**config.mk**
```make
export PLATFORM = sky130hd
export DESIGN_NAME = am2923_scan
export DESIGN_NICKNAME = d
export VERILOG_FILES = /design/src/rtl/am2923_scan_pkg.sv /design/src/rtl/am2923_prienc8.sv /design/src/rtl/am2923_scan.sv
export SDC_FILE = /design/constraint.sdc
export NUM_CORES = 1
export LEC_CHECK = 0
export ABC_AREA = 0
export CAP_MARGIN = 15
export CORE_UTILIZATION = 50
export CTS_BUF_LIST = sky130_fd_sc_hd__clkbuf_4 sky130_fd_sc_hd__clkbuf_8
export DETAILED_ROUTE_END_ITERATION = 10
export GPL_TIMING_DRIVEN = 0
export HOLD_SLACK_MARGIN = 0.05
export PLACE_DENSITY = 0.75
export SYNTH_ARGS = -nofsm -noshare
export SYNTH_HDL_FRONTEND = slang
export SYNTH_SLANG_ARGS = --single-unit
```
**constraint.sdc**
```tcl
create_clock -name clk -period 3.21 [get_ports clk]
set_input_delay 0.321 -clock clk [delete_from_list [all_inputs] [get_ports clk]]
set_output_delay 0.321 -clock clk [all_outputs]
set_load 0.1 [all_outputs]
```
**src/rtl/am2923_scan_pkg.sv**
```systemverilog
// Shared definitions for the am2923 condition scanner: FSM state encodings
// and the settle-counter width.
package am2923_scan_pkg;

  localparam int CNT_W = 4;

  typedef enum logic [1:0] {
    ST_IDLE   = 2'd0,
    ST_SEL    = 2'd1,
    ST_SAMPLE = 2'd2,
    ST_DONE   = 2'd3
  } state_t;

endpackage

```
**src/rtl/am2923_prienc8.sv**
```systemverilog
// Lowest-set-bit encoder: idx is the index of the lowest 1 in vec,
// vld flags that any bit is set (idx is 0 when vld is 0).
module am2923_prienc8 (
  input  logic [7:0] vec,
  output logic [2:0] idx,
  output logic       vld
);

  always_comb begin
    idx = '0;
    vld = 1'b0;
    for (int i = 7; i >= 0; i--) begin
      if (vec[i]) begin
        idx = 3'(i);
        vld = 1'b1;
      end
    end
  end

endmodule

```
**src/rtl/am2923_scan.sv**
```systemverilog
// am2923 8-to-1 mux condition scanner: walks enabled channels, captures y into
// a parallel word. Optional change-detect outputs under AM2923_SCAN_CHG_EN.
//
// state     | meaning
// ----------+-----------------------------------------------------------
// ST_IDLE   | mux strobed off, waiting for start
// ST_SEL    | select driven, strobe low, settle counter running down
// ST_SAMPLE | y_in captured into shadow[idx], pick next enabled channel
// ST_DONE   | done pulse; data/hit/hit_idx valid; cont relaunches a scan
module am2923_scan
  import am2923_scan_pkg::*;
#(
  parameter int unsigned SETTLE = 0
) (
  input  logic       clk,
  input  logic       rst_,
  input  logic       start,
  input  logic       cont,
  input  logic [7:0] mask,
  input  logic       y_in,
  output logic       c,
  output logic       b,
  output logic       a,
  output logic       s_,
  output logic       busy,
  output logic       done,
  output logic [7:0] data,
  output logic       hit,
  output logic [2:0] hit_idx
`ifdef AM2923_SCAN_CHG_EN
  ,
  output logic       chg,
  output logic [7:0] chg_bits
`endif
);

  state_t           state, state_nx;
  logic [2:0]       idx;
  logic [CNT_W-1:0] cnt;
  logic [7:0]       mask_q;
  logic [7:0]       shadow, shadow_nx;
  logic             launch;

  logic [7:0]       nxt_vec;
  logic [2:0]       nxt_idx;
  logic             nxt_vld;
  logic [2:0]       hit_i;
  logic             hit_vld;

  // One encoder serves both the first channel of a new scan (from the live
  // mask) and the next channel above idx (from the latched mask).
  assign nxt_vec = (state == ST_IDLE || state == ST_DONE) ? mask
                                                          : (mask_q & (8'hFE << idx));

  am2923_prienc8 u_pe_next (
    .vec (nxt_vec),
    .idx (nxt_idx),
    .vld (nxt_vld)
  );

  am2923_prienc8 u_pe_hit (
    .vec (shadow_nx),
    .idx (hit_i),
    .vld (hit_vld)
  );

  always_comb begin
    state_nx  = state;
    launch    = 1'b0;
    shadow_nx = shadow;
    case (state)
      ST_IDLE:   launch = start;
      ST_SEL:    if (cnt == '0) state_nx = ST_SAMPLE;
      ST_SAMPLE: begin
        shadow_nx[idx] = y_in;
        state_nx       = nxt_vld ? ST_SEL : ST_DONE;
      end
      ST_DONE: begin
        launch   = cont;
        state_nx = ST_IDLE;
      end
      default:   state_nx = ST_IDLE;
    endcase
    if (launch) begin
      shadow_nx = '0;
      state_nx  = nxt_vld ? ST_SEL : ST_DONE;
    end
  end

  always_ff @(posedge clk or negedge rst_) begin
    if (!rst_) begin
      state  <= ST_IDLE;
      idx    <= '0;
      cnt    <= '0;
      mask_q <= '0;
      shadow <= '0;
    end else begin
      state  <= state_nx;
      shadow <= shadow_nx;
      if (launch) begin
        mask_q <= mask;
        idx    <= nxt_idx;
        cnt    <= CNT_W'(SETTLE);
      end else if (state == ST_SEL && cnt != '0) begin
        cnt <= cnt - CNT_W'(1);
      end else if (state == ST_SAMPLE && nxt_vld) begin
        idx <= nxt_idx;
        cnt <= CNT_W'(SETTLE);
      end
    end
  end

  // Results are registered on the edge that enters DONE, including the
  // channel sampled on that same edge.
  always_ff @(posedge clk or negedge rst_) begin
    if (!rst_) begin
      data    <= '0;
      hit     <= 1'b0;
      hit_idx <= '0;
`ifdef AM2923_SCAN_CHG_EN
      chg      <= 1'b0;
      chg_bits <= '0;
`endif
    end else begin
`ifdef AM2923_SCAN_CHG_EN
      chg <= 1'b0;
`endif
      if (state_nx == ST_DONE) begin
        data    <= shadow_nx;
        hit     <= hit_vld;
        hit_idx <= hit_i;
`ifdef AM2923_SCAN_CHG_EN
        chg      <= (shadow_nx != data);
        chg_bits <= shadow_nx ^ data;
`endif
      end
    end
  end

  logic drive_sel;
  assign drive_sel   = (state == ST_SEL) || (state == ST_SAMPLE);
  assign {c, b, a}   = drive_sel ? idx : 3'd0;
  assign s_          = ~drive_sel;
  assign busy        = (state != ST_IDLE);
  assign done        = (state == ST_DONE);

endmodule
```
After elaboration in Yosys (flattened, before gate mapping):

Cells that the tools add are included.

* register bits: 37
* bits in latches: 0
* memory bits (writable): 0
* memory bits (read-only): 0
* input bits: 13
* output and inout bits: 18
* word-level logic and storage cells: 81
* memories kept: 0

* $add $sub $neg: 1
* $mul: 0
* divide/modulo/power cells: 0
* order comparisons: 2
* equality and inequality tests: 5
* shift-type cells: 1
* multiplexer cells: 50
* bitwise operators: 2
* reductions and logical operators: 12

Operators by type and width (number)
* 3-bit two-way mux: 20
* 8-bit two-way mux: 3
* 1-bit two-way mux: 17
* 4-bit two-way mux: 3
* 8-bit AND: 1
* 8-bit bitwise mux: 1
* 8-bit by 3-bit left shift with 8-bit output (first input constant): 1
* 2-bit == test (second input constant): 3
* 2-bit two-way mux: 3
* 2-bit one-hot mux with 3 select lines: 1
* 4-bit logical NOT: 1
* 3-bit by 4-bit < comparator with 1-bit output (second input constant): 1
* 2-bit nonzero test: 2
* 4-bit nonzero test: 1
* 4-bit by 1-bit subtractor with 4-bit output (second input constant): 1
* 1-bit demux with 3-bit select: 1
* 3-bit by 1-bit greater-or-equal comparator with 1-bit output (second input constant): 1
* 1-bit logical AND: 3
* 3-bit nonzero test: 1
* 2-bit by 1-bit == test with 1-bit output (second input constant): 1
* 2-bit logical NOT: 1
* 1-bit logical OR: 2
* 2-bit != test (second input constant): 1
* 1-bit one-hot mux with 2 select lines: 1
* 2 further kinds: 2

Depth between registers and ports, before layout:

Gate-level depths: netlist of the first run.

* word-level depth: 15
* mapped depth: 11
* mapped depth without buffers: 9

Hierarchy:

From an unflattened synthesis of the first run, not the netlist that was laid out.

* cell total of the unflattened synthesis: 206
* area total of the unflattened synthesis: 2050.7 sq um

Modules (own cells, without submodules)
* am2923_scan: times used 1, cells each 180, area an instance 1890.6 sq um, seq. area each 900.9 sq um
* am2923_prienc8: times used 2, cells each 13, area an instance 80.1 sq um, seq. area each 0.0 sq um

Least setup slack after synthesis of the first run:

No wires, ideal clock.

* path type: register to register
* start: register state[0]
* end: register hit
* setup time: 0.125 ns
* data arrival time: 2.989 ns
* data required time: 3.085 ns
* setup slack: 0.096 ns
* stages on the path, launching flop included: 8
* clock period less this slack: 3.114 ns
* cell sequence: dfrtp_1 > ha_1 > a22oi_1 > nor2_4 > nor2_1 > or4_1 > or4_1 > mux2_4

* elaborated cells on any way between the ends: 30

RTL lines
* start, declared: line am2923_scan.sv:37 `state_t state, state_nx;`
* start signal, assigned: line am2923_scan.sv:98 `state <= state_nx;`
* 2-bit == test
* net done: line am2923_scan.sv:26 `output logic done,`
* 1-bit one-hot mux with 2 select lines: line am2923_scan.sv:71 `case (state)`
* 8-bit two-way mux: line am2923_scan.sv:84 `if (launch) begin`
* net shadow_nx[4]: line am2923_scan.sv:41 `logic [7:0] shadow, shadow_nx;`
* 1-bit two-way mux (5 in a row): line am2923_prienc8.sv:13 `if (vec[i]) begin`
* end signal, assigned: line am2923_scan.sv:130 `hit <= hit_vld;`
* end, declared: line am2923_scan.sv:28 `output logic hit,`

The timed path passes the listed nets, and every way through them passes these cells.
A chain may end at the register's enable or synchronous reset.

Worst setup path after layout of the first run:

* start: register state[0]
* end: output port b

* cells in the longest elaborated chain, start to end: 3
* elaborated cells on any way between the ends: 4

RTL lines
* 2-bit by 1-bit == test with 1-bit output / 2-bit == test (equally long branches): line am2923_scan.sv:141 `assign drive_sel = (state == ST_SEL) || (state == ST_SAMPLE);`
* 1-bit logical OR (*): line am2923_scan.sv:141
* 3-bit two-way mux (*): line am2923_scan.sv:142 `assign {c, b, a} = drive_sel ? idx : 3'd0;`
* end, declared: line am2923_scan.sv:22 `output logic b,`

Mark *: on every way between the ends. The rest lies on a longest branch, timed or not.

==> results.md, run 1 <==
- Status: finished, final reports clean
- Deepest clock path buffer count: 2
- Die Outline Area: 4330 sq um
- Vias after detailed routing: 1561
- Synth Flop Type: dfrtp_1
- Sequential fraction of the synthesis area: 44.3%
- Final weighted congestion in routability-driven placement: 0.871
- Fillcell total: 296
- Required time at the endpoint of the critical path: 2.89 ns
- Flops & latches, synth: 36
- Fraction of registers with async set/reset: 100%
- CTS Buf Count: 5
- H-tree Lvls: 2
- Final setup skew: 0.00387 ns
- Largest net degree at the start of global routing: 37
- Final-report setup violation count: 0
- Netlist area before placement: 2040 sq um
- Class of the tightest hold or removal check: in -> async
- Final critical-path share of the clock period: 95.3%
- Input/output buffers: 29
- Largest driver fanout on the critical path: 10
- Highest achievable clock rate: 0.327 GHz
- Detail-routed net length per standard cell: 16.2 um
- Half-perimeter wire length after placement: 3110 um
- Worst setup path start: state[0]$_DFF_PN0_
- Unique masters post-synth: 52
- Synthesized net count: 205
- Number of placement rows: 22
- Io pins: 31
- Sink count of the clock tree: 36
- Cell types occupying the most area after synthesis: dfrtp_1 (44%), mux2_4 (5.2%), mux2_2 (5.0%)
- Total negative setup slack: 0 ns
- TritonCTS clock tree: yes
- Sort of element at the start of the critical path: register
- Number of enable flip-flop cells after synthesis: 0
- Drt first-iter violations: 87
- Data arrival, critical path: 2.74 ns
- GR Util All Layers: 22.9%
- Detailed-router iteration count before antenna repair: 4
- Library cell occupying the most area in the post-synthesis netlist: dfrtp_1
- Residual DRC count: 0
- Setup Buffers After CTS: 0
- Vias in the first global route: 1575
- Synth Area per Inst: 10.9 sq um
- Capturing element type of the critical path: output pin
- Top-count cell post-synth: dfrtp_1
- Max Cap Viol: 0
- Detail Route Antenna Nets: 0
- Commonest cells post-synth: dfrtp_1 (36), inv_1 (11), nand2_1 (11)
- Source of the worst register-to-register timing path: state[1]$_DFF_PN0_
- Via-per-instance ratio: 5.76
- Instance area at placement: 2380 sq um
- Cells after synthesis: 186
- GR Overflow Total: 0
- Hold Violations, Final: 0
- Area share of the largest cell type after synthesis: 44.3%
- Starting density of the core: 54.0%
- Global-route wire length before repair: 7250 um
- Die boundary height: 65.8 um
- Number of hold buffers added after cts: 0
- Total routed wirelength: 4380 um
- Class of the most critical setup path: reg -> out
- Max-Slew Margin vs Limit: 35.0%
- Number of pins with negative max-slew slack in the final report: 0
- Number of antenna repair diodes: 0
- Period minus WS final: 3.06 ns
- Chip Width: 65.8 um
- Number of antenna violations at the first check in global routing: 0
- Syn-to-layout area delta: 23.3%
- Clock transition at the registers of the reported paths: 0.07 ns
- Clock network latency to the later pin of the worst-skew pair: 0.29 ns
- Fraction of layout instances using a drive strength above 1: 19.7%
- Nets@finish: 241
- Setup repair after global routing missed its margin: no
- Buffer cell driving the clock tree root: clkbuf_8
- Post-Layout Inst Area: 2510 sq um
- Area of the core region: 3770 sq um
- Worst-margin pin slew: 0.972 ns
- Warnings, synthesis: 0
-- registers in the layout, summed over array words and instances, names as in the netlist --
register and flops:
hit_idx 3, idx 3, state 2, data 8
shadow 8, mask_q 7, cnt 4, hit 1
-- critical path: stages, from the launching register on --
cell,delay [ns]
dfrtp_1,0.41
inv_1,0.10
ha_1,0.31
buf_6,0.13
buf_2,0.22
and2_1,0.15
clkdlybuf4s50_1,1.12
-- cells in the final DEF, fill, tap and decap left out, types with 2 or more instances in the layout --
cell type / count
buf_6: 4
a31oi_1: 3
o2bb2ai_1: 4
inv_1: 11
ha_1: 6
buf_2: 3
nor3_1: 3
nand4b_1: 3
clkbuf_1: 2
mux2_4: 7
nand3_1: 3
and2_1: 3
nand2_1: 11
clkdlybuf4s50_1: 27
or2_2: 2
clkbuf_8: 7
or4_1: 2
mux2_2: 9
mux2i_1: 10
o21ai_0: 6
nor3b_1: 3
or4b_2: 2
nor2b_1: 5
a22oi_1: 2
nor2_1: 10
dfrtp_1: 36
a21o_1: 2
a21oi_1: 7
o211ai_1: 3
-- final timing paths --
| path | endpoint | slack [ns] | depth (start not counted) |
|---|---|---|---|
| max in group asynchronous | state[0]$_DFF_PN0_ | 2.60 | 1 |
| min | mask_q[7]$_DFFE_PN0N_ | 0.11 | 1 |
| min in group clk | hit_idx[0]$_DFFE_PN0N_ | 0.49 | 1 |
| max reg2reg | hit$_DFFE_PN0N_ | 0.25 | 9 |
| max | b | 0.15 | 6 |
| min reg2reg | hit_idx[0]$_DFFE_PN0N_ | 0.49 | 1 |
-- per-stage QoR --
step	setup slack, ns	hold slack (ns)	utilization [%]	cells
after floorplan	0.0957	0.0254	-	186
after global placement	0.372	0.467	63.3	263
after detailed placement	0.299	0.457	63.1	263
after CTS	0.102	0.140	66.5	271
after global routing	0.00399	0.181	66.6	271
final	0.150	0.110	66.6	271
-- routing by layer --
layer | share of wire (%) | wire length [um] | vias to the layer above | track usage, %
li1 | - | - | 742 | -
met1 | 46 | 2020 | 771 | 28.8
met2 | 49 | 2140 | 41 | 37.0
met3 | 3.6 | 157 | 7 | 7.24
met4 | 1.6 | 68 | 0 | 7.88
met5 | 0 | 0 | - | 0
-- cell families (layout without fill, tap and decap cells) --
group | Yosys count | in the layout | share of synthesized area (%)
simple gates | 58 | 58 | 17.5
buf+inv | 21 | 58 | 5.65
fa+ha+maj | 6 | 6 | 3.69
mux | 26 | 26 | 15.1
compound gates | 39 | 39 | 13.8
flops | 36 | 36 | 44.3
-- area by class of cell --
cell class	count	area, sq um	area share (%)
Buffer	10	73.8	2.94
Multi-Input combinational cell	129	1020	40.6
Sequential cell	36	901	35.9
Clock inverter	1	30.0	1.20
Inverter	11	41.3	1.65
Clock buffer	7	96.3	3.84
Timing Repair Buffer	29	288	11.5
Tap cell	48	60.1	2.39
-- what timing repair did --
item                                    in CTS  in global routing
endpoints found under the setup margin       0                  1
resized for setup                            0                  1
hold endpoints to repair                     0                  0
Power of run 1 is left out: the tool's default activity adds up to more than one toggle a clock period on the data nets, which glitch-free logic cannot reach.
==> run 2: changes to the inputs <==
--- a/config.mk
+++ b/config.mk
@@ -10,7 +10,6 @@
 export CORE_UTILIZATION = 50
 export CTS_BUF_LIST = sky130_fd_sc_hd__clkbuf_4 sky130_fd_sc_hd__clkbuf_8
 export DETAILED_ROUTE_END_ITERATION = 10
-export GPL_TIMING_DRIVEN = 0
 export HOLD_SLACK_MARGIN = 0.05
 export PLACE_DENSITY = 0.75
 export SYNTH_ARGS = -nofsm -noshare
==> results.md, run 2 (same netlist as run 1, synthesis figures left out) <==
- Highest achievable clock rate: 0.334 GHz (+2.2%)
- Total routed wirelength: 4290 um (-2.1%)
- TritonCTS clock tree: yes
- Worst-margin pin slew: 0.973 ns (+0.00101 ns)
- Die Outline Area: 4330 sq um (unchanged)
- Vias in the first global route: 1525 (-3.2%)
- Buffer cell driving the clock tree root: clkbuf_8
- Syn-to-layout area delta: 19.6%
- CTS Buf Count: 5 (unchanged)
- Slowest cell on crit path: ha_1
- Sink count of the clock tree: 36 (unchanged)
- Clock network latency to the later pin of the worst-skew pair: 0.29 ns (about the same)
- Global-route wire length before repair: 7330 um (+1.0%)
- Fillcell total: 302 (+2.0%)
- Top cell family by delay on the critical path: simple AND/OR/NAND/NOR gates
- Detail-routed net length per standard cell: 16.1 um (-0.31%)
- Worst setup slack after layout: 0.216 ns (+0.0656 ns)
- Area of the multi-input gates: 1020 sq um (unchanged)
- Number of hold buffers added after cts: 0 (unchanged)
- Worst hold margin: 0.445 ns (+0.335 ns)
- Number of pins with negative max-slew slack in the final report: 0 (unchanged)
- Most frequent standard cell in the layout excluding fill and tap cells: dfrtp_1
- Capturing element type of the critical path: register
- Status: finished, final reports clean
- Period minus WS final: 2.99 ns (-0.0656 ns)
- Total negative setup slack: 0 ns (unchanged)
- Detailed-router iteration count before antenna repair: 4 (unchanged)
- Via-per-instance ratio: 5.68 (-1.4%)
- Setup Buffers After CTS: 0 (unchanged)
- Max Cap Viol: 0 (unchanged)
- Number of placement rows: 22 (unchanged)
- Chip Width: 65.8 um (unchanged)
- Vias after detailed routing: 1511 (-3.2%)
- Most frequent cells in the layout: dfrtp_1 (36), clkdlybuf4s50_1 (24), inv_1 (11), nand2_1 (11)
- Max-Slew Margin vs Limit: 34.9% (-0.067 points)
- Nets@finish: 236 (-2.1%)
- Area of the core region: 3770 sq um (unchanged)
- Instance area at placement: 2340 sq um (-1.8%)
- Die boundary height: 65.8 um (unchanged)
- Clock transition at the registers of the reported paths: 0.08 ns (about the same)
- Final-report setup violation count: 0 (unchanged)
- Quantity of gates resized following cts: 0 (unchanged)
- Detail Route Antenna Nets: 0 (unchanged)
- Post-Layout Inst Area: 2430 sq um (-3.0%)
- GR Overflow Total: 0 (unchanged)
- Largest driver fanout on the critical path: 12 (+2)
- Fraction of layout instances using a drive strength above 1: 21.1% (+1.4 points)
- Half-perimeter wire length after placement: 3030 um (-2.6%)
- Max incr delay on CP: 0.45 ns (-0.67 ns)
- Largest net degree at the start of global routing: 37 (unchanged)
- Residual DRC count: 0 (unchanged)
- Drt first-iter violations: 70 (-20%)
- Starting density of the core: 54.0% (unchanged)
- Input/output buffers: 30 (+3.4%)
- Pre-CTS WS: 0.267 ns (-0.0315 ns)
- Final setup skew: 0.00831 ns (+0.00443 ns)
- Final weighted congestion in routability-driven placement: 0.850 (-2.4%)
- FF/Latch Area: 901 sq um (unchanged)
- Setup repair after global routing missed its margin: no
- Largest registers: data: 8 flops, shadow: 8 flops, mask_q: 7 flops
- Io pins: 31 (unchanged)
- Number of antenna repair diodes: 0 (unchanged)
- Sort of element at the start of the critical path: register
- Class of the most critical setup path: reg -> reg
- Deepest clock path buffer count: 2 (unchanged)
- Number of antenna violations at the first check in global routing: 0 (unchanged)
- Number of buffer and inverter stages on the critical path: 1 (-3)
- Critical Path, Cell by Cell: inv_1, ha_1, nor2b_1, a32o_1, or3_4, o31ai_4, nand2_2, mux2_4
- GR Util All Layers: 22.6% (-0.33 points)
- Hold Violations, Final: 0 (unchanged)
- Class of the tightest hold or removal check: in -> async
- Data arrival, critical path: 3.16 ns (+0.42 ns)
- H-tree Lvls: 2 (unchanged)
- Final critical-path share of the clock period: 93.3% (-2.0 points)
- Required time at the endpoint of the critical path: 3.38 ns (+0.49 ns)
## run 2: worst register-to-register path, delay by kind of cell, from the launching register on
kind | cells | cell delay (ns)
buffers and inverters | 1 | 0.11
AOI/OAI and AO/OA | 2 | 0.65
muxes | 1 | 0.38
DFF | 1 | 0.42
and+or+nand+nor | 3 | 0.87
adders and majority gates | 1 | 0.45
## run 2: layer usage
metal	share of wire, %	track usage [%]	vias to the layer above
met1	47	29.7	740
met4	0.68	4.08	0
met2	50	37.6	24
li1	-	-	741
met5	0	0	-
met3	2.6	5.69	6
## run 2: cell type report
| class | count | share of cell area, % |
|---|---|---|
| clock buffers | 8 | 4.01 |
| multi-input cells | 129 | 41.9 |
| flip-flops and latches | 36 | 37.0 |
| well taps | 48 | 2.47 |
| inverters | 11 | 1.70 |
| repair buffers | 34 | 12.9 |
## run 2: worst paths after layout
check | start | to | slack (ns) | depth (start not counted)
worst max-delay path | state[0]$_DFF_PN0_ | data[6]$_DFFE_PN0N_ | 0.22 | 8
worst min-delay path | rst_ | mask_q[3]$_DFFE_PN0N_ | 0.45 | 2
worst max register to register | state[0]$_DFF_PN0_ | data[6]$_DFFE_PN0N_ | 0.22 | 8
worst min register to register | hit_idx[1]$_DFFE_PN0N_ | hit_idx[1]$_DFFE_PN0N_ | 0.49 | 1
max in group asynchronous | rst_ | hit$_DFFE_PN0N_ | 2.45 | 2
min in group clk | hit_idx[1]$_DFFE_PN0N_ | hit_idx[1]$_DFFE_PN0N_ | 0.49 | 1
## run 2: per-stage QoR
stage	util (%)	cells
detailed placement	62.0	258
global placement	62.0	258
CTS	64.6	266
floorplan	-	186
global route	64.6	266
finish	64.6	266
Power of run 2 is left out for the same reason.
==> run 3: changes to the inputs <==
--- a/config.mk
+++ b/config.mk
@@ -7,6 +7,7 @@
 export LEC_CHECK = 0
 export ABC_AREA = 0
 export CAP_MARGIN = 15
+export CORE_MARGIN = 1
 export CORE_UTILIZATION = 50
 export CTS_BUF_LIST = sky130_fd_sc_hd__clkbuf_4 sky130_fd_sc_hd__clkbuf_8
 export DETAILED_ROUTE_END_ITERATION = 10
==> results of run 3 <==
The final DEF is identical to that of run 2; final timing and power are the same.
Power of run 3 is left out for the same reason.
==> edit (settings of run 1) <==
`CNT_W`: 4 -> 6.
--- a/src/rtl/am2923_scan_pkg.sv
+++ b/src/rtl/am2923_scan_pkg.sv
@@ -2,7 +2,7 @@
 // and the settle-counter width.
 package am2923_scan_pkg;
 
-  localparam int CNT_W = 4;
+  localparam int CNT_W = 6;
 
   typedef enum logic [1:0] {
     ST_IDLE   = 2'd0,
Formal check against the unedited RTL: same outputs for any inputs over 10 cycles, from zero or initial values and one cycle with rst_ low; that may be too few to reach the edited logic, so the function may still have changed.
==> edit against run 1 <==
- worst hold slack gained 0.018 ns
- utilization shrank 1.7 points
- synthesized cell count grew 8.6%
- cell area grew 6.3%
- cell count grew 6.3%
- wire length shrank 3.2%
- non-clock buffer count shrank 1
- worst setup slack gained 0.070 ns
- global-route usage shrank 2.0 points
- sequential cell count grew 2
- area after synthesis grew 8.4%
- via count grew 5.3%
Power is left out: the tool's default activity adds up to more than one toggle a clock period on the data nets, which glitch-free logic cannot reach.
==> edit: results <==
export IMPL_clk_pin_slew_ns=0.07
export IMPL_wl_um=4240
export IMPL_cp_start_kind="flip-flop"
export IMPL_skew_ns=0.00258
export IMPL_finish_net_count=258
export IMPL_layout_setup_ws_ns=0.220
export IMPL_synth_area_top_cells="dfrtp_1 43%, mux2_4 6.8%, mux2i_1 5.9%, ha_1 4.0%, mux2_2 3.6%"
export IMPL_place_inst=281
export IMPL_grt_start_max_net_pins=39
export IMPL_first_global_vias=1578
export IMPL_drtIter0Drc=97
export IMPL_crit_family="buffers and inverters"
export IMPL_cts_buffers=5
export IMPL_reg2reg_slack_ns=0.48
export IMPL_hp_class="input pin to asynchronous set/reset pin"
export IMPL_crit_end="a"
export IMPL_drive_above_1_share_pct=18.9
export IMPL_outcome="complete, no violations"
export IMPL_dr_pass1_iters=4
export IMPL_worstMarginPinSlew_ns=0.962
export IMPL_worstSkewPairLatency_ns=0.29
export IMPL_reg_largest_list="data x8, shadow x8, mask_q x7"
export IMPL_cts_path_max_buffers=2
export IMPL_worstPathArrival_ns=2.67
export IMPL_synth_fp_nets=222
export IMPL_cts_max_level=2
export IMPL_synth_distinct_cells=51
export IMPL_r2r_start="state[0]$_DFF_PN0_"
export IMPL_crit_path_top_delay_cell="clkdlybuf4s50_1"
export IMPL_syn_inst=202
export IMPL_antenna_cells=0
export IMPL_finalWeightedCongestion=0.830
export IMPL_ys_seq_area_share_pct=43.1
export IMPL_fill_cells=353
export IMPL_post_cts_buffers=0
export IMPL_yosysWarnings=0
export IMPL_vias_per_cell=5.71
export IMPL_worstReg2RegEnd="data[6]$_DFFE_PN0N_"
export IMPL_antenna_found_initial=0
export IMPL_hpwl_um=3040
export IMPL_grt_pass1_wl_um=7150
export IMPL_reg2regPathDepth=9
export IMPL_cts_root_buf="clkbuf_8"
export IMPL_port_buffers=29
export IMPL_synthTopCellsByCount="38 x dfrtp_1, 17 x nor2_1, 13 x mux2i_1"
export IMPL_dp_slack_ns=0.310
export IMPL_grtUsageTotal_pct=20.9
export IMPL_final_cells=288
export IMPL_synthArstFlopShare_pct=100
## edit: final cells by class
type	count	area share (%)
plain buffers	9	2.16
clock buffers	6	3.10
clock inverters	1	1.13
inverters	11	1.55
multi-input cells	144	43.3
flip-flops and latches	38	35.6
well taps	50	2.35
repair buffers	29	10.7
## edit: per-stage QoR
step | instance area [um2] | util, % | hold WS, ns
3_5_place_dp | 2550 | 62.1 | 0.473
5_1_grt | 2670 | 64.8 | 0.194
4_1_cts | 2670 | 64.8 | 0.157
3_3_place_gp | 2560 | 62.2 | 0.472
6_report | 2670 | 64.8 | 0.128
2_1_floorplan | 2210 | - | 0.0254
## edit: cell families (layout without fill, tap and decap cells)
group	count (synthesis)	in the layout	share of synthesized area (%)
simple gates	60	60	16.3
compound gates	45	45	14.8
flops	38	38	43.1
mux	32	32	17.3
buf+inv	20	56	4.48
fa+ha+maj	7	7	3.97
## edit: layer usage
layer / GRT usage [%] / vias to the layer above / routed length (um)
met5: 0 / - / 0
met3: 4.50 / 8 / 193
met4: 8.59 / 0 / 61
met1: 27.5 / 794 / 2100
li1: - / 810 / -
met2: 33.1 / 32 / 1880
## edit: repair_timing
| item | CTS | global route |
|---|---|---|
| hold buffers | 0 | 0 |
| endpoints found under the setup margin | 1 | 1 |
| pin swaps | 0 | 0 |
| gates resized for setup | 1 | 1 |
| gates cloned | 0 | 0 |
## edit: how the worst min path moves through the flow
stage	start	end	slack [ns]
global route	rst_	mask_q[4]$_DFFE_PN0P_	0.19
detailed placement	rst_	mask_q[4]$_DFFE_PN0P_	0.47
floorplan	rst_	cnt[0]$_DFFE_PN0P_	0.03
global placement	cnt[5]$_DFFE_PN0P_	cnt[5]$_DFFE_PN0P_	0.47
finish	rst_	mask_q[4]$_DFFE_PN0P_	0.13
CTS	rst_	mask_q[4]$_DFFE_PN0P_	0.16
